## src/rtl/binary_2_bcd_seq_pkg.sv

```systemverilog
// Shared types, constants and sizing helper for the sequential binary-to-BCD converter.
package bcd_pkg;

    typedef enum logic [1:0] {
        IDLE  = 2'd0,
        SHIFT = 2'd1,
        DONE  = 2'd2
    } b2b_state_e;

    localparam logic [3:0] BCD_ADJ_THRESH = 4'd5;
    localparam logic [3:0] BCD_ADJ_ADD    = 4'd3;

    // ceil(w*log10(2)); w*log10(2) is never an exact integer for w >= 1.
    function automatic int min_digits(input int w);
        return (w * 30103 + 99999) / 100000;
    endfunction

endpackage

```

## src/rtl/binary_2_bcd_seq_if.sv

```systemverilog
// Upstream word handshake and downstream result handshake of the converter.
interface binary_2_bcd_seq_if #(
    parameter int DATA_W = 8,
    parameter int DIGITS = 3
);
    // Both sides are valid/ready: a transfer happens on a rising edge where valid
    // and ready are both high; valid and its payload hold until that edge.
    logic                  i_valid;
    logic                  o_ready;
    logic [DATA_W-1:0]     i_data;
    logic                  o_valid;
    logic                  i_ready;
    logic [4*DIGITS-1:0]   o_bcd;
    logic [DIGITS-1:0]     o_blank;

    modport slave (
        input  i_valid, i_data, i_ready,
        output o_ready, o_valid, o_bcd, o_blank
    );

    modport master (
        output i_valid, i_data, i_ready,
        input  o_ready, o_valid, o_bcd, o_blank
    );

endinterface

```

## src/rtl/binary_2_bcd_seq_digit_adj.sv

```systemverilog
// Double-dabble digit correction: a BCD digit of 5 or more gets +3 before the shift.
module bcd_digit_adj
    import bcd_pkg::*;
(
    input  logic [3:0] d_i,
    output logic [3:0] d_o
);

    assign d_o = (d_i >= BCD_ADJ_THRESH) ? (d_i + BCD_ADJ_ADD) : d_i;

endmodule

```

## src/rtl/binary_2_bcd_seq.sv

```systemverilog
// Sequential shift-and-add-3 binary-to-BCD converter with leading-zero blanking mask.
module binary_2_bcd_seq
    import bcd_pkg::*;
#(
    parameter int DATA_W = 8,
    parameter int DIGITS = 3
) (
    input  logic               i_clk,
    input  logic               i_rst_n,
    binary_2_bcd_seq_if.slave  bus,
    output b2b_state_e         o_state
);

    localparam int CNT_W = $clog2(DATA_W + 1);
    localparam int BCD_W = 4 * DIGITS;

    if (DATA_W < 4 || DATA_W > 32) begin : g_bad_width
        $error("binary_2_bcd_seq: DATA_W must be within 4..32");
    end
    if (DIGITS < min_digits(DATA_W)) begin : g_bad_digits
        $error("binary_2_bcd_seq: DIGITS too small for DATA_W");
    end

    b2b_state_e         state_q;
    logic [DATA_W-1:0]  bin_q, bin_d;
    logic [BCD_W-1:0]   bcd_q, bcd_adj, bcd_d;
    logic [CNT_W-1:0]   cnt_q;
    logic               ready_q, valid_q;
    logic [BCD_W-1:0]   out_bcd_q;
    logic [DIGITS-1:0]  blank_q, blank_d;
    logic               nz;

    for (genvar k = 0; k < DIGITS; k++) begin : g_adj
        bcd_digit_adj u_adj (
            .d_i (bcd_q[4*k +: 4]),
            .d_o (bcd_adj[4*k +: 4])
        );
    end

    assign {bcd_d, bin_d} = {bcd_adj, bin_q} << 1;

    // Blank bit k is set when digit k and every digit above it are zero; units never blank.
    always_comb begin
        nz      = 1'b0;
        blank_d = '0;
        for (int k = DIGITS - 1; k >= 1; k--) begin
            nz         = nz | (bcd_d[4*k +: 4] != 4'd0);
            blank_d[k] = ~nz;
        end
    end

    always_ff @(posedge i_clk or negedge i_rst_n) begin
        if (!i_rst_n) begin
            state_q   <= IDLE;
            bin_q     <= '0;
            bcd_q     <= '0;
            cnt_q     <= '0;
            ready_q   <= 1'b1;
            valid_q   <= 1'b0;
            out_bcd_q <= '0;
            blank_q   <= '0;
        end else begin
            case (state_q)
                IDLE: begin
                    if (bus.i_valid && ready_q) begin
                        bin_q   <= bus.i_data;
                        bcd_q   <= '0;
                        cnt_q   <= '0;
                        ready_q <= 1'b0;
                        state_q <= SHIFT;
                    end
                end
                SHIFT: begin
                    bin_q <= bin_d;
                    bcd_q <= bcd_d;
                    cnt_q <= cnt_q + CNT_W'(1);
                    // The last shift result goes straight to the output registers.
                    if (cnt_q == CNT_W'(DATA_W - 1)) begin
                        out_bcd_q <= bcd_d;
                        blank_q   <= blank_d;
                        valid_q   <= 1'b1;
                        state_q   <= DONE;
                    end
                end
                DONE: begin
                    if (bus.i_ready) begin
                        valid_q <= 1'b0;
                        ready_q <= 1'b1;
                        state_q <= IDLE;
                    end
                end
                default: begin
                    state_q <= IDLE;
                    ready_q <= 1'b1;
                    valid_q <= 1'b0;
                end
            endcase
        end
    end

    assign bus.o_ready = ready_q;
    assign bus.o_valid = valid_q;
    assign bus.o_bcd   = out_bcd_q;
    assign bus.o_blank = blank_q;
    assign o_state     = state_q;

endmodule

```

## src/flat_wrapper.sv

```systemverilog
// flat-port wrapper written by rule: the top's interface ports become plain ports
module binary_2_bcd_seq_flat import bcd_pkg::*;
#(
    parameter int DATA_W = 8,
    parameter int DIGITS = 3
)
  (i_clk, i_rst_n, o_state, bus_i_valid, bus_i_data, bus_i_ready, bus_o_ready, bus_o_valid, bus_o_bcd, bus_o_blank);
  binary_2_bcd_seq_if #(.DATA_W(DATA_W), .DIGITS(DIGITS)) bus_i ();
  input  logic i_clk;
  input  logic i_rst_n;
  output b2b_state_e o_state;
  input wire logic [$bits(bus_i.i_valid)-1:0] bus_i_valid;
  input wire logic [$bits(bus_i.i_data)-1:0] bus_i_data;
  input wire logic [$bits(bus_i.i_ready)-1:0] bus_i_ready;
  output wire logic [$bits(bus_i.o_ready)-1:0] bus_o_ready;
  output wire logic [$bits(bus_i.o_valid)-1:0] bus_o_valid;
  output wire logic [$bits(bus_i.o_bcd)-1:0] bus_o_bcd;
  output wire logic [$bits(bus_i.o_blank)-1:0] bus_o_blank;
  assign bus_i.i_valid = bus_i_valid;
  assign bus_i.i_data = bus_i_data;
  assign bus_i.i_ready = bus_i_ready;
  assign bus_o_ready = bus_i.o_ready;
  assign bus_o_valid = bus_i.o_valid;
  assign bus_o_bcd = bus_i.o_bcd;
  assign bus_o_blank = bus_i.o_blank;
  binary_2_bcd_seq #(.DATA_W(DATA_W), .DIGITS(DIGITS)) u_core (.i_clk(i_clk), .i_rst_n(i_rst_n), .bus(bus_i), .o_state(o_state));
endmodule
```

## config.mk

```make
export PLATFORM = sky130hd
export DESIGN_NAME = binary_2_bcd_seq_flat
export DESIGN_NICKNAME = d
export VERILOG_FILES = /design/src/rtl/binary_2_bcd_seq_pkg.sv /design/src/rtl/binary_2_bcd_seq_if.sv /design/src/rtl/binary_2_bcd_seq_digit_adj.sv /design/src/rtl/binary_2_bcd_seq.sv /design/src/flat_wrapper.sv
export SDC_FILE = /design/constraint.sdc
export NUM_CORES = 1
export LEC_CHECK = 0
export ABC_AREA = 1
export CORE_UTILIZATION = 40
export CTS_BUF_LIST = sky130_fd_sc_hd__clkbuf_4
export DETAILED_ROUTE_END_ITERATION = 8
export GPL_ROUTABILITY_DRIVEN = 1
export HOLD_SLACK_MARGIN = 0.08
export PLACE_DENSITY = 0.72
export SETUP_SLACK_MARGIN = 0.5
export SLEW_MARGIN = 0
export SYNTH_ARGS = -nofsm -noshare
export SYNTH_HDL_FRONTEND = slang
export SYNTH_SLANG_ARGS = --single-unit
```

## constraint.sdc

```tcl
create_clock -name i_clk -period 2.34 [get_ports i_clk]
set_clock_uncertainty 0.05 [all_clocks]
set_input_delay 0.234 -clock i_clk [delete_from_list [all_inputs] [get_ports i_clk]]
set_output_delay 0.234 -clock i_clk [all_outputs]
set_load 0.01 [all_outputs]
```

==> flow_summary_export.csv <==
group,metric,value,unit
sta,worst_slew_pin_slew,0.905,ns
drt,drtPass1Iterations,4,
die,fp.dieH,75.8,um
clocking,cts_sinks,42,
die,core,5170,um2
run,drv_cap,0,
synthesis,synth_cell_types,36,
clocking,h-tree-depth,2,
critical_path,cp_max_fo,3,
sta,setup_viol,0,
synthesis,syn_inst,226,
synthesis,yosys_most_used_dff,"dfrtp_1",
critical_path,path_buf_inv,1,
synthesis,netlist_area,2180,um2
global_route,grt.total_usage,14.6,%
synthesis,synth_top_area_share,47.1,%
critical_path,cpPeakStageDelay,0.57,ns
global_route,grt_pass1_wl,6300,um
power_and_ir_drop,swShare,44.0,%
sta,max_slew_margin,39.7,%
drt,wl,3600,um
drt,vias,1594,
sta,rsz0062_at_grt,"false",
synthesis,synth-edff-count,0,
synthesis,syn_avg_cell_area,9.64,um2
die,initial_core_util,42.1,%
final_layout,fillCellCount,500,
synthesis,synth_largest_area_cell,"dfrtp_1",
die,rows,26,
critical_path,end_kind,"output port",
power_and_ir_drop,p_leak,1.17,nW
sta,period_minus_slack,1.73,ns
global_route,antenna_found_initial,0,
critical_path,path_class,"reg -> out",
die,dieArea,5740,um2
power_and_ir_drop,power.density,1390,nW/um2
final_layout,drive_gt1_share,19.1,%
clocking,cts_root_buffer,"clkbuf_4",
final_layout,syn_to_final_growth,15.5,%
power_and_ir_drop,clockPowerShare,10.1,%
final_layout,final_common_cell,"nand2_1",
place,dp.final_hpwl,2580,um
sta,hold_viol_final,0,
synthesis,synth_async_sr_flop_share,100,%
final_layout,fin_cells,326,
critical_path,worstPathArrival,1.45,ns
drt,drt_iter0_markers,113,
synthesis,ys_ff_latch,42,
sta,tns,0,ns
power_and_ir_drop,power_frac_comb,54.4,%
place,gp_congestion,0.767,
global_route,grt_max_degree,43,
clocking,path_clk_slew,0.13,ns
drt,ant_nets,0,
global_route,grt.overflow.total,0,
place,port_buffers,29,
power_and_ir_drop,ir_drop,0.530,mV
power_and_ir_drop,p_int,1.96,mW
synthesis,syn_nets,245,
final_layout,final_cell_mix,"nand2_1, dfrtp_1, clkdlybuf4s50_1, inv_1, o21ai_2",
synthesis,ys_seq_area_share,48.3,%
global_route,grt_pass1_vias,1420,
final_layout,nets,274,
sta,slew_viol_final,0,
critical_path,cp.required,2.06,ns
die,dieWidth,75.8,um
critical_path,crit_slowest_cell,"dfstp_2",
clocking,cts_resized,0,
synthesis,synth_area_leaders,"dfrtp_1, nand2_1, o21ai_2, inv_1, ha_1",
clocking,clock_path_buffers,2,
critical_path,path_delay_family,"flip-flops",
sta,fmax,577,MHz
final_layout,diodes,0,
status,status,"finished, final reports clean",
power_and_ir_drop,pwr-share-seq,35.5,%
sta,period_share,74.0,%
critical_path,worst_setup_path_start_kind,"flop",
clocking,cts_tree,"yes",
die,ios,31,
drt,drc,0,
place,dp_cells,317,
critical_path,path_cells,"clkdlybuf4s50_1",
clocking,clock_latency,0.35,ns
drt,wl_per_cell,11.0,um
worst_hold_path,hp-class,"in -> reg",
synthesis,yosysWarnings,0,
clocking,cts_buffers,5,
drt,via_per_inst,4.89,
power_and_ir_drop,switching_power,1.54,mW
-- synth_stat cells, types with 2 or more instances --
cell type	number
buf_6	4
nand4_1	4
o211ai_2	7
nand3_2	3
dfrtp_1	41
nor2_1	6
o21ai_0	11
buf_8	2
ha_1	7
nand3_1	8
o21ai_1	7
o21ai_2	14
inv_1	26
nand2_2	4
inv_2	2
o22ai_1	12
nand2_1	49
-- power groups by stage --
stage               logic, mW  clock network, mW  registers, mW
finish                   1.90              0.353           1.24
global route             2.16              0.393           1.28
CTS                      1.92              0.371           1.24
detailed placement       1.92                  0           1.26
global placement         1.88                  0           1.25
floorplan                1.51                  0           1.29
-- final timing paths --
path / from / end / slack, ns / depth (start not counted)
worst max-delay path: u_core.bus.o_ready$_DFFE_PN1P_ / bus_o_ready / 0.61 / 1
worst min-delay path: bus_i_data[0] / u_core.bin_q[0]$_DFFE_PN0P_ / 0.41 / 3
worst max register to register: u_core.bcd_q[0]$_DFFE_PN0P_ / u_core.bcd_q[2]$_DFFE_PN0P_ / 0.74 / 7
worst min register to register: u_core.bus.o_bcd[4]$_DFFE_PN0P_ / u_core.bus.o_bcd[4]$_DFFE_PN0P_ / 0.44 / 2
max in group asynchronous: i_rst_n / u_core.bus.o_ready$_DFFE_PN1P_ / 1.08 / 3
min in group asynchronous: i_rst_n / u_core.bin_q[3]$_DFFE_PN0P_ / 0.48 / 2
-- sequential cells by signal, summed over array words and instances, names as in the netlist --
name                count
u_core.bcd_q           12
u_core.bin_q            8
u_core.bus.o_bcd       12
u_core.bus.o_blank      2
u_core.bus.o_ready      1
u_core.bus.o_valid      1
u_core.cnt_q            4
u_core.o_state          2
-- kinds of logic after synthesis --
logic type,share of synthesized area (%)
AND/OR/NAND/NOR,18.0
AO/OA/AOI/OAI,18.3
flip-flops,48.3
buffers and inverters,10.3
adder cells (fa/ha/maj),4.02
XOR/XNOR,0.804
other,0.172
-- stage by stage --
step | power [mW] | setup slack, ns | util [%] | hold slack [ns] | area, um2
after detailed placement | 3.18 | 0.758 | 47.4 | 0.376 | 2450
after global routing | 3.83 | 0.564 | 48.6 | 0.447 | 2520
after CTS | 3.54 | 0.574 | 48.6 | 0.397 | 2520
after global placement | 3.13 | 0.822 | 47.4 | 0.376 | 2450
final | 3.50 | 0.608 | 48.6 | 0.413 | 2520
after floorplan | 2.80 | 0.940 | - | -0.112 | 2180
-- final cells by class --
cell class	instances	area, um2	area share, %
clock buffers	6	45.0	1.79
multi-input cells	145	901	35.8
well taps	70	87.6	3.48
flip-flops and latches	42	1050	41.8
repair buffers	31	303	12.0
inverters	30	118	4.67
clock inverters	2	10.0	0.398
-- routing by layer --
layer | routed length [um] | up-vias | global-route usage, %
li1 | - | 813 | -
met1 | 1800 | 743 | 20.3
met2 | 1580 | 33 | 21.5
met3 | 163 | 5 | 4.23
met4 | 57 | 0 | 5.14
met5 | 0 | - | 0
-- repair_timing --
item | 4_1_cts | 5_1_grt
hold buffers | 1 | 0
setup buffers | 0 | 0
endpoints found under the hold margin | 41 | 0
No activity file was read; power rests on OpenSTA's default activity.
